### src/rtl/branch_pkg.sv
// branch_pkg: shared counter/state types and the sequential PC step for the branch predictor
package branch_pkg;
  typedef enum logic [1:0] {SNT = 2'b00, WNT = 2'b01, WT = 2'b10, ST = 2'b11} ctr_t;
  typedef enum logic {INIT = 1'b0, RUN = 1'b1} bp_state_t;
  localparam int PC_STEP = 4;
endpackage

### src/rtl/bp_sat_counter.sv
// bp_sat_counter: next state of a 2-bit saturating counter (cur, taken, force_st -> nxt)
module bp_sat_counter
  import branch_pkg::*;
(
  input  logic [1:0] cur,
  input  logic       taken,
  input  logic       force_st,
  output logic [1:0] nxt
);
  assign nxt = force_st ? ST :
               taken    ? ((cur == ST)  ? ST  : cur + 2'd1) :
                          ((cur == SNT) ? SNT : cur - 2'd1);
endmodule

### src/rtl/branch_predictor.sv
// branch_predictor: BHT+BTB fetch predictor with execute-side training and mispredict redirect.
// Ports: clk/rst_n (async active-low); f_valid/f_pc/f_ready lookup request;
// pred_valid/pred_taken/pred_target registered prediction; r_* resolved branch info;
// mispredict/redirect_pc one-cycle redirect. Macro BP_STATS_EN adds stat_branches/stat_mispredicts.
module branch_predictor
  import branch_pkg::*;
#(
  parameter  int PC_WIDTH    = 32,
  parameter  int BHT_ENTRIES = 64,
  localparam int IDX_W       = $clog2(BHT_ENTRIES)
) (
  input  logic                clk,
  input  logic                rst_n,
  input  logic                f_valid,
  input  logic [PC_WIDTH-1:0] f_pc,
  output logic                f_ready,
  output logic                pred_valid,
  output logic                pred_taken,
  output logic [PC_WIDTH-1:0] pred_target,
  input  logic                r_valid,
  input  logic                r_is_branch,
  input  logic                r_is_jal,
  input  logic [PC_WIDTH-1:0] r_pc,
  input  logic                r_taken,
  input  logic [PC_WIDTH-1:0] r_target,
  input  logic                r_pred_taken,
  input  logic [PC_WIDTH-1:0] r_pred_target,
`ifdef BP_STATS_EN
  output logic [31:0]         stat_branches,
  output logic [31:0]         stat_mispredicts,
`endif
  output logic                mispredict,
  output logic [PC_WIDTH-1:0] redirect_pc
);
  localparam int TAG_W = PC_WIDTH - IDX_W - 2;
  bp_state_t             state, state_d;
  logic [IDX_W-1:0]      sweep;
  ctr_t                  bht     [BHT_ENTRIES];
  logic [TAG_W-1:0]      btb_tag [BHT_ENTRIES];
  logic [PC_WIDTH-1:0]   btb_tgt [BHT_ENTRIES];
  logic [BHT_ENTRIES-1:0] btb_v;
  logic                  run, accept, upd, mis_d, lk_taken, pv_q;
  logic [IDX_W-1:0]      f_idx, r_idx;
  logic [PC_WIDTH-1:0]   lk_target, redir_d;
  logic [1:0]            ctr_nxt;
  assign run     = state == RUN;
  assign f_ready = run;
  assign accept  = f_valid & run;
  assign f_idx   = f_pc[IDX_W+1:2];
  assign r_idx   = r_pc[IDX_W+1:2];
  // a BTB miss (invalid or aliased tag) always predicts fall-through
  assign lk_taken  = (bht[f_idx] >= WT) & btb_v[f_idx] & (btb_tag[f_idx] == f_pc[PC_WIDTH-1:IDX_W+2]);
  assign lk_target = lk_taken ? btb_tgt[f_idx] : f_pc + PC_WIDTH'(PC_STEP);
  assign upd       = run & r_valid & r_is_branch;
  assign mis_d     = upd & ((r_taken != r_pred_taken) | (r_taken & (r_target != r_pred_target)));
  assign redir_d   = r_taken ? r_target : r_pc + PC_WIDTH'(PC_STEP);
  // the prediction in flight during a redirect is stale and is dropped
  assign pred_valid = pv_q & ~mispredict;
  bp_sat_counter u_ctr (
    .cur      (bht[r_idx]),
    .taken    (r_taken),
    .force_st (r_is_jal),
    .nxt      (ctr_nxt)
  );
  always_comb begin
    state_d = state;
    if (state == INIT && sweep == IDX_W'(BHT_ENTRIES - 1)) state_d = RUN;
  end
  always_ff @(posedge clk or negedge rst_n) begin
    if (!rst_n) begin
      state       <= INIT;
      sweep       <= '0;
      pv_q        <= 1'b0;
      pred_taken  <= 1'b0;
      pred_target <= '0;
      mispredict  <= 1'b0;
      redirect_pc <= '0;
    end else begin
      state      <= state_d;
      sweep      <= run ? sweep : sweep + 1'b1;
      pv_q       <= accept;
      mispredict <= mis_d;
      redirect_pc <= mis_d ? redir_d : '0;
      if (accept) begin
        pred_taken  <= lk_taken;
        pred_target <= lk_target;
      end
    end
  end
  // tables are cleared by the INIT sweep rather than by reset; reads above see pre-update contents
  always_ff @(posedge clk) begin
    if (!run) begin
      bht[sweep]   <= WNT;
      btb_v[sweep] <= 1'b0;
    end else if (upd) begin
      bht[r_idx] <= ctr_t'(ctr_nxt);
      if (r_taken) begin
        btb_v[r_idx]   <= 1'b1;
        btb_tag[r_idx] <= r_pc[PC_WIDTH-1:IDX_W+2];
        btb_tgt[r_idx] <= r_target;
      end
    end
  end
`ifdef BP_STATS_EN
  always_ff @(posedge clk or negedge rst_n) begin
    if (!rst_n) begin
      stat_branches    <= '0;
      stat_mispredicts <= '0;
    end else begin
      stat_branches    <= stat_branches + 32'(upd);
      stat_mispredicts <= stat_mispredicts + 32'(mispredict);
    end
  end
`endif
endmodule

### config.mk
export PLATFORM = sky130hd
export DESIGN_NAME = branch_predictor
export DESIGN_NICKNAME = d
export VERILOG_FILES = /design/src/rtl/branch_pkg.sv /design/src/rtl/bp_sat_counter.sv /design/src/rtl/branch_predictor.sv
export SDC_FILE = /design/constraint.sdc
export NUM_CORES = 2
export LEC_CHECK = 0
export CAP_MARGIN = 15
export CELL_PAD_IN_SITES_DETAIL_PLACEMENT = 2
export CELL_PAD_IN_SITES_GLOBAL_PLACEMENT = 2
export CORE_MARGIN = 5
export CORE_UTILIZATION = 30
export CTS_CLUSTER_SIZE = 12
export DETAILED_ROUTE_END_ITERATION = 7
export PLACE_DENSITY_LB_ADDON = 0.1
export SLEW_MARGIN = 10
export SYNTH_ARGS = -nofsm -noshare
export SYNTH_HDL_FRONTEND = slang
export SYNTH_HIERARCHICAL = 1
export SYNTH_SLANG_ARGS = --single-unit
export TNS_END_PERCENT = 10
### constraint.sdc
create_clock -name clk -period 12.4 [get_ports clk]
set_input_delay 2.48 -clock clk [delete_from_list [all_inputs] [get_ports clk]]
set_output_delay 2.48 -clock clk [all_outputs]
set_load 0.02 [all_outputs]
-- Word-level counts from Yosys, hierarchy flattened
Memory sizes are Yosys's and may differ from the RTL's.
Index checks and enable logic that the tools add are counted.
- reduce and logical (&&, ||, !) cells: 6
- order comparisons: 6
- equality and inequality tests: 7
- bitwise operators: 14
- muxes and demuxes: 27
- $add $sub $neg: 5
- operators with widths (cell ; count):
    $mux W64 ; 3
    $mux W32 ; 3
    $add A32 B3 Y32 const B ; 2
    $and A64 B64 Y64 ; 1
    $not A64 Y64 ; 1
    $or A64 B64 Y64 ; 1
    $ne A32 B32 Y1 ; 1
    $eq A24 B24 Y1 ; 1
    $lt A6 B7 Y1 const B ; 3
    $demux W1 S6 ; 2
    $ge A6 B1 Y1 const B ; 2
    $mux W1 ; 12
    $mux W2 ; 5
    $and A1 B1 Y1 ; 8
    $add A6 B1 Y6 const B ; 1
    $bmux W1 S6 ; 1
    $eq A6 B6 Y1 const B ; 1
    $mux W6 ; 1
    $logic_and A1 B1 Y1 ; 3
    $add A2 B1 Y2 const B ; 1
    $eq A2 B2 Y1 const B ; 1
    $ge A2 B2 Y1 const B ; 1
    $logic_not A2 Y1 ; 1
    $ne A2 B1 Y1 const B ; 1
    7 further kinds ; 8
- logic and storage cells: 76
- output and inout bits: 68
- memories kept: 3
- memory bits (writable): 3712
- register bits: 138
- memory list (memory ; depth ; width ; rd ports ; clocked after memory_dff ; wr ports ; line ; RTL):
    btb_tgt ; 64 ; 32 ; 1 ; 0 ; 1 ; branch_predictor.sv:40 ; logic [PC_WIDTH-1:0] btb_tgt [BHT_ENTRIES];
    btb_tag ; 64 ; 24 ; 1 ; 0 ; 1 ; branch_predictor.sv:39 ; logic [TAG_W-1:0] btb_tag [BHT_ENTRIES];
    bht ; 64 ; 2 ; 2 ; 0 ; 1 ; branch_predictor.sv:38 ; ctr_t bht [BHT_ENTRIES];

-- Depth between registers and ports, before layout
- depth in word-level cells: 8
- depth in mapped cells: 18
- mapped depth without buffers: 10

-- Cells and area by module
The synthesis kept the hierarchy.
- modules (own cells, without submodules) (module ; seq. area each (µm²) ; cells each ; instances ; area an instance (µm²)):
    branch_predictor ; 115240.5 ; 6919 ; 1 ; 150335.4
    bp_sat_counter ; 0.0 ; 7 ; 1 ; 36.3

-- Worst setup path after synthesis
OpenSTA, ideal clock, no wires.
- path kind: input to register
- from: in r_pc[4]
- to: mem btb_tag[7][0] (netlist name), enable pin
- cell stages on the path: 8
- path buffers: 3
- arrival: 7921 ps
- path slack: 3941 ps
- cells stage by stage: clkbuf_1 > nand2_1 > nor2_1 > clkbuf_1 > clkbuf_1 > nand2_1 > or2_2 > nor3_1
- RTL lines (what ; line ; RTL):
    start: declaration ; branch_predictor.sv:23 ; input logic [PC_WIDTH-1:0] r_pc,
    end: declaration ; branch_predictor.sv:39 ;
Straight into the memory's write port.

-- Final worst setup path
- from: in f_pc[3]
- to: reg pred_target[4]
- longest elaborated chain between the ends: 5
- RTL lines (what ; line ; RTL):
    start: declaration ; branch_predictor.sv:15 ; input logic [PC_WIDTH-1:0] f_pc,
    $mem_v2 Z64 W2 / $bmux W1 S6 (equally long branches) ; -- ;
    $ge A2 B2 Y1 / $mux W1 (equally long branches) ; branch_predictor.sv:52 ; assign lk_taken = (bht[f_idx] >= WT) & btb_v[f_idx] & (btb_tag[f_idx] == f_pc[PC_WIDTH-1:IDX_W+2]);
    $and A1 B1 Y1 (2 in series) ; branch_predictor.sv:52 ;
    $mux W32 * ; branch_predictor.sv:53 ; assign lk_target = lk_taken ? btb_tgt[f_idx] : f_pc + PC_WIDTH'(PC_STEP);
    end signal: assignment ; branch_predictor.sv:86 ; pred_target <= lk_target;
    end: declaration ; branch_predictor.sv:19 ; output logic [PC_WIDTH-1:0] pred_target,
Every way passes the cells marked *; elsewhere a longest branch is shown, timed or not. The select of a mux whose other input is x is not followed.
A chain may end at the register's enable or synchronous reset.

==> flow_summary_export.csv <==
group,metric,value,unit
outcome,status,"complete, no violations",
floorplanning,die_y,718,um
global_routing,grt_pass1_vias,84200,
critical_path,cp_cell_sequence,"buf_8 > buf_4 > and3b_1 > a22oi_1 > a41oi_1 > a221oi_2 > xor2_1 > o2111ai_1 > nor4_2 > nand4_4 > buf_4 > mux2i_1 > o21ai_1",
synthesis,syn_avg_cell_area,21.7,um^2
min_path,hold_class,"reg2reg",
cts,postCtsHoldBufs,0,
floorplanning,ios,204,
timing,finalCritPeriodShare,0.615,
drt,avgViaCountPerCell,5.55,
critical_path,startpoint,"f_pc[3]",
drt,via_count,80800,
place,dp_hpwl,357000,um
floorplanning,initial_utilization,0.301,
place,pre_cts_slack,3.73,ns
cts,cts_tree,"done",
cts,clockBufferDepth,4,
cts,clock_latency,1.03,ns
cells_and_area,final_common_cell,"edfxtp_1",
synthesis,yosys_warnings,6,
cells_and_area,final_cell_mix,"3776 x edfxtp_1, 1007 x mux4_2, 451 x clkbuf_16",
timing,fin_ws,4.77,ns
cts,clkTransAtPathRegs,0.06,ns
critical_path,cp-start-kind,"input pin",
critical_path,worstPathArrival,8.44,ns
cts,numCtsBuffers,445,
cells_and_area,fillers,48200,
place,placed_area,0.162,mm^2
synthesis,yosys_register_bits,3850,
cells_and_area,fin_area,0.176,mm^2
cells_and_area,layout.cells.non_filler,14600,
timing,finClkSkew,0.0704,ns
critical_path,cp_top_family,"compound AO/OA/AOI/OAI gates",
timing,finalSetupViolations,0,
cts,clock-sinks,3850,
drt,ant_nets,0,
global_routing,grt_remaining_overflow,0,
floorplanning,die-area,0.515,mm^2
synthesis,synthFlopType,"edfxtp_1",
synthesis,synth.net_count,7065,
critical_path,slowest_delay,0.76,ns
cells_and_area,final_util,0.352,
timing,slew_viol_final,0,
global_routing,grt_first_pass_wirelength,821000,um
synthesis,synthDistinctLibCells,86,
global_routing,antenna_found_initial,54,
timing,worst_pin_slew,1.35,ns
synthesis,yosys.area.top_type,"edfxtp_1",
critical_path,cp.buffers_inverters,3,
cts,cts-root-buf,"clkbuf_16",
timing,setup_tns,0,ns
critical_path,r2r_setup_slack,7.42,ns
timing,finalHoldViolCount,0,
critical_path,critical-path-slowest-cell,"a22oi_1",
critical_path,required,13.21,ns
synthesis,yosys-top-cells-area,"edfxtp_1 75%, mux4_2 15%, dfrtp_1 1.2%",
drt,avgRoutedWirePerCell,42.7,um
pwr,peakVddDrop,0.000121,V
cts,postCtsResizedCells,0,
drt,drt-initial-drc-count,9324,
place,io_buffers,203,
floorplanning,core,0.500,mm^2
timing,min_period,7.63,ns
synthesis,synth_top_area_share,0.754,
cells_and_area,num-nets-final,7647,
min_path,hold_path.startpoint,"pred_target[0]$_DFFE_PN0P_",
critical_path,cp_common_cell,"buf_4",
flow_run,cap_violations,0,
critical_path,worstSetupEndpointType,"flip-flop",
floorplanning,die_w,718,um
synthesis,seq_area_frac_synth,0.766,
synthesis,syn-cell-area,0.150,mm^2
drt,dr_wl_met2,305000,um
drt,drc,0,
cts,htreeDepth,5,
pwr,p_leak,54.3,nW
critical_path,r2r_start,"btb_tag[30][7]$_DFFE_PP_",
drt,top_layer,"met5",
cells_and_area,drive_gt1_frac,0.271,
floorplanning,fp-row-count,260,
drt,wl_met3,30600,um
cts,cts_setup_buffers,0,
timing,grt_setup_unrepaired,"false",
cells_and_area,synthToLayoutAreaGrowth,17.1,%
pwr,p_per_area,163,mW/mm^2
global_routing,grt_max_degree,112,
synthesis,synth_edf_count,3776,
synthesis,netlist_instances,6926,
timing,clock.fmax,131,MHz
place,gp_congestion,0.773,
global_routing,grt_util_all_layers,0.236,
drt,drt-pass1-iter-count,5,
timing,slew_headroom,0.0906,
critical_path,crit_fanout,55,
synthesis,synthArstFlopShare,0.0192,
drt,wl_met1,271000,um
place,placed_cells,13700,
critical_path,crit_type,"in2reg",
drt,drt_wl_total,622000,um
through the flow:
step           hold WS (ns)  power (mW)
2_1_floorplan         0.531        15.3
3_3_place_gp          0.546        16.0
3_5_place_dp          0.553        16.0
4_1_cts               0.567        29.0
5_1_grt               0.586        29.5
6_report              0.563        28.6
area by class of cell:
cell class                 count  area (um^2)  area share
tap                         6681         8360      0.0475
clock buffer                 582        11900      0.0675
timing repair buffer         522         4600      0.0261
inverter                      15         68.8    0.000391
antenna                       14         35.0    0.000199
multi-input combinational   2674        33700       0.192
clock inverter               233         2180      0.0124
sequential                  3850       115000       0.654
state kept, by name, indices dropped and copies added (netlist names):
signal / cells
pv_q: 1
f_ready: 1
btb_v: 64
sweep: 6
pred_taken: 1
redirect_pc: 32
bht: 128
btb_tag: 1536
btb_tgt: 2048
mispredict: 1
pred_target: 32
tightest hold or removal path, stage by stage, from the launching register on:
cell and delay [ns]:
dfrtp_1 0.39, nand2_1 0.06, o21ai_1 0.07
synthesized netlist by cell type (all sizes together), types with 4 or more instances:
| library cell | instances |
|---|---|
| a31oi | 33 |
| o211ai | 25 |
| inv | 13 |
| nand2b | 24 |
| a31o | 4 |
| a32oi | 6 |
| mux4 | 1007 |
| o41ai | 4 |
| nor2b | 26 |
| o21ai | 198 |
| xor2 | 52 |
| nand4 | 23 |
| nand3b | 6 |
| a2111oi | 7 |
| or2 | 7 |
| a221oi | 40 |
| or3 | 12 |
| o221ai | 10 |
| a211oi | 12 |
| nor4 | 15 |
| mux2i | 136 |
| o22a | 5 |
| dfrtp | 74 |
| a21oi | 118 |
| nor2 | 238 |
| edfxtp | 3776 |
| o21a | 4 |
| nand3 | 70 |
| o22ai | 39 |
| mux2 | 32 |
| and3 | 34 |
| xnor2 | 56 |
| a22o | 20 |
| clkbuf | 176 |
| buf | 211 |
| nand2 | 204 |
| o2111ai | 9 |
| o31ai | 7 |
| nor3 | 22 |
| a22oi | 99 |
| a41oi | 6 |
| and2 | 16 |
logic make-up after synthesis:
logic type | count (synthesis) | share of synthesized area
AO/OA/AOI/OAI | 672 | 0.0293
XOR/XNOR | 108 | 0.00629
adder cells (fa/ha/maj) | 3 | 0.000250
buffers and inverters | 402 | 0.0132
flip-flops | 3850 | 0.766
multiplexers | 1175 | 0.162
AND/OR/NAND/NOR | 716 | 0.0223
metal layers:
| metal | vias up | track usage |
|---|---|---|
| li1 | 30500 | - |
| met1 | 46900 | 0.331 |
| met2 | 2726 | 0.397 |
| met3 | 680 | 0.0258 |
| met4 | 4 | 0.0523 |
| met5 | - | 0 |
power by group:
part	leakage [nW]	switching (mW)	internal [mW]
Combinational	12.7	0.953	0.493
Sequential	34.8	0	14.3
Clock	6.84	5.53	7.39
worst paths after layout:
path / end / cells past startpoint
worst max-delay path: pred_target[4]$_DFFE_PN0P_ / 13
worst min-delay path: pred_target[0]$_DFFE_PN0P_ / 2
worst max register to register: pred_target[4]$_DFFE_PN0P_ / 11
worst min register to register: pred_target[0]$_DFFE_PN0P_ / 2
max in group asynchronous: pred_target[5]$_DFFE_PN0P_ / 2
min in group asynchronous: redirect_pc[0]$_DFF_PN0_ / 1
Power figures use the tool's default switching activity.
==> variant: new RTL, config.mk and constraints unchanged <==
`BHT_ENTRIES`: 64 -> 32.
--- a/src/rtl/branch_predictor.sv
+++ b/src/rtl/branch_predictor.sv
@@ -8,3 +8,3 @@
   parameter  int PC_WIDTH    = 32,
-  parameter  int BHT_ENTRIES = 64,
+  parameter  int BHT_ENTRIES = 32,
   localparam int IDX_W       = $clog2(BHT_ENTRIES)
Function: not settled (the Yosys comparison gave no result); the edit may change what the design does.
==> variant against the unedited design <==
- non-clock buffer count down 136
- wire length is 52% lower
- final area down 46%
- die area fell by 46%
- worst setup slack worse by 0.028 ns
- sequential cell count is 1857 lower
- total power is 48% lower
- area after synthesis down 47%
- via count shrank 46%
- sequential share of layout area down 2.3 points
- critical path depth decreased by 1
- global-route usage shrank 2.4 points
- core utilization increased by 0.34 points
- critical endpoint is now pred_target[18]$_DFFE_PN0P_
- largest cell class unchanged
==> variant: results (changes against the unedited design) <==
----------------------------------------------------
[Power]
  Sequential group share of total power ... 0.496 (-0.002)
  Total combinational power ... 911 uW (-37%)
  Power, Total ... 15000 uW (-48%)
  Design internal power ... 11500 uW (-48%)
  Worst vdd rail ir drop ... 154 uV (+28%)
  Total leakage power ... 0.0302 uW (-44%)

[Yosys]
  Ys async rst share ... 0.0366 (+0.0174)
  Main area contributors after synthesis ... edfxtp_1 (72%), mux4_2 (11%), mux2i_1 (3.6%)
  Syn nets ... 4320 (-39%)
  Post-synthesis sequential area ratio ... 0.744 (-0.0223)
  Number of synthesized flops with an enable pin ... 1920 (-49%)
  Unique masters post-synth ... 69 (-20%)

[Cells and area]
  Register cell area after layout ... 0.0595 sq mm (-48%)
  Number of fillers in the final layout ... 25.9k (-46%)
  Net total in the final layout ... 4699 (-39%)
  Share of final-layout standard cells stronger than drive strength 1 ... 0.208 (-0.0626)
  Largest registers ranked by flip-flop count ... btb_tgt: 1024 flops, btb_tag: 800 flops, bht: 64 flops

[Global route]
  Number of antenna violations at the first check in global routing ... 18 (-67%)
  Wire length of the first global-routing pass ... 409000 um (-50%)
  Overall global routing resource usage ... 0.212 (-0.0238)
  Grt met2 use ... 0.374 (-0.0228)
  Met3 Track Usage GR ... 0.0258 (-0.0000713)
  Met1 usage ... 0.281 (-0.0502)

[Clock tree]
  Total number of H-tree levels ... 4 (-1)
  Buffer depth of the longest clock path ... 3 (-1)
  Later-pin clock latency in the skew report ... 0.89 ns (-0.14 ns)
  Number of buffers created by CTS ... 231 (-48%)

[Placed design]
  Placed Cells incl. Taps ... 7853 (-43%)
  HPWL reported at the end of detailed placement ... 176000 um (-51%)
  Cell Area, Placed ... 0.0869 sq mm (-46%)
  Worst setup slack after placement ... 3.79 ns (+0.0528 ns)
  GP Congestion ... 0.759 (-1.8%)

[Critical path]
  CP max stage delay ... 1.08 ns (+0.32 ns)
  Max FO, Critical Path ... 39 (-29%)
  Worst reg-to-reg path cell count ... 7 (-4)
  Worst reg2reg path startpoint ... f_ready$_DFFE_PN0P_
  Reg-to-Reg End ... btb_tag[13][18]$_DFFE_PP_
  Crit path max-delay family ... simple AND/OR/NAND/NOR gates
  Signal arrival time at the worst endpoint ... 8.41 ns (-0.03 ns)
  Slack of the worst reg-to-reg path ... 7.07 ns (-0.35 ns)
  Cell at the slowest stage of the critical path ... or4_2

[Worst hold path]
  Sink of the worst hold path ... sweep[0]$_DFFE_PN0N_
  Worst hold path depth ... 1 (-1)
  Start point of the worst min-delay path ... sweep[0]$_DFFE_PN0N_

[Detailed routing]
  Met1 WL ... 129000 um (-52%)
  Met3 wire length ... 10800 um (-65%)
  Number of DRC violations after detailed-routing iteration 0 ... 3892 (-58%)
  Met2 wirelength from detailed routing ... 152000 um (-50%)
  Wirelength, routed ... 299000 um (-52%)
  Post-DR vias/cell ... 5.25 (-5.3%)

[Status]
  Outcome ... finished, final reports clean

[STA]
  Worst slew pin tran ... 1.12 ns (-0.235 ns)
  Clock tree skew after final layout ... 0.0585 ns (-0.0119 ns)
  Worst hold slack after final layout ... 0.594 ns (+0.0311 ns)

----------------------------------------------------
variant: changes by cell type in the layout (fill, tap and decap cells not counted), moves of 32 or more:
cell             change
o21ai_0            -140
clkdlybuf4s50_1     +54
a22oi_1             +53
clkbuf_1            -65
nor2_4              -35
clkbuf_16          -220
buf_4              -110
clkinv_1            -43
mux2i_1            +155
nand2_1             +32
mux4_2             -615
buf_2               -54
clkinv_2            -32
edfxtp_1          -1856
variant: worst max-delay path by stage:
stage / start / slack (ns) / to / depth (start not counted)
4_1_cts: f_pc[4] / 4.75 / pred_target[18]$_DFFE_PN0P_ / 12
6_report: f_pc[4] / 4.74 / pred_target[18]$_DFFE_PN0P_ / 12
2_1_floorplan: r_pc[2] / 4.82 / btb_tag[15][0]$_DFFE_PP_ / 4
3_3_place_gp: f_pc[4] / 3.79 / pred_target[10]$_DFFE_PN0P_ / 12
3_5_place_dp: f_pc[4] / 3.79 / pred_target[18]$_DFFE_PN0P_ / 12
5_1_grt: f_pc[4] / 4.55 / pred_target[18]$_DFFE_PN0P_ / 12
variant: cell type report:
class | count | area share
Tap cell | 3533 | 0.0469
Inverter | 17 | 0.000677
Multi-Input combinational cell | 1924 | 0.206
Clock buffer | 289 | 0.0639
Antenna cell | 9 | 0.000239
Sequential cell | 1993 | 0.631
Timing Repair Buffer | 386 | 0.0371
Clock inverter | 133 | 0.0139
variant: kinds of logic (layout without fill, tap and decap cells):
kind of cell | count (synthesis) | in the layout | synth area share
DFF | 1993 | 1993 | 0.744
muxes | 694 | 694 | 0.148
AOI/OAI and AO/OA | 434 | 434 | 0.0376
adders and majority gates | 10 | 10 | 0.00157
xor gates and xnor gates | 87 | 87 | 0.00953
buffers and inverters | 257 | 825 | 0.0165
other | 0 | 9 | 0
and+or+nand+nor | 699 | 699 | 0.0423
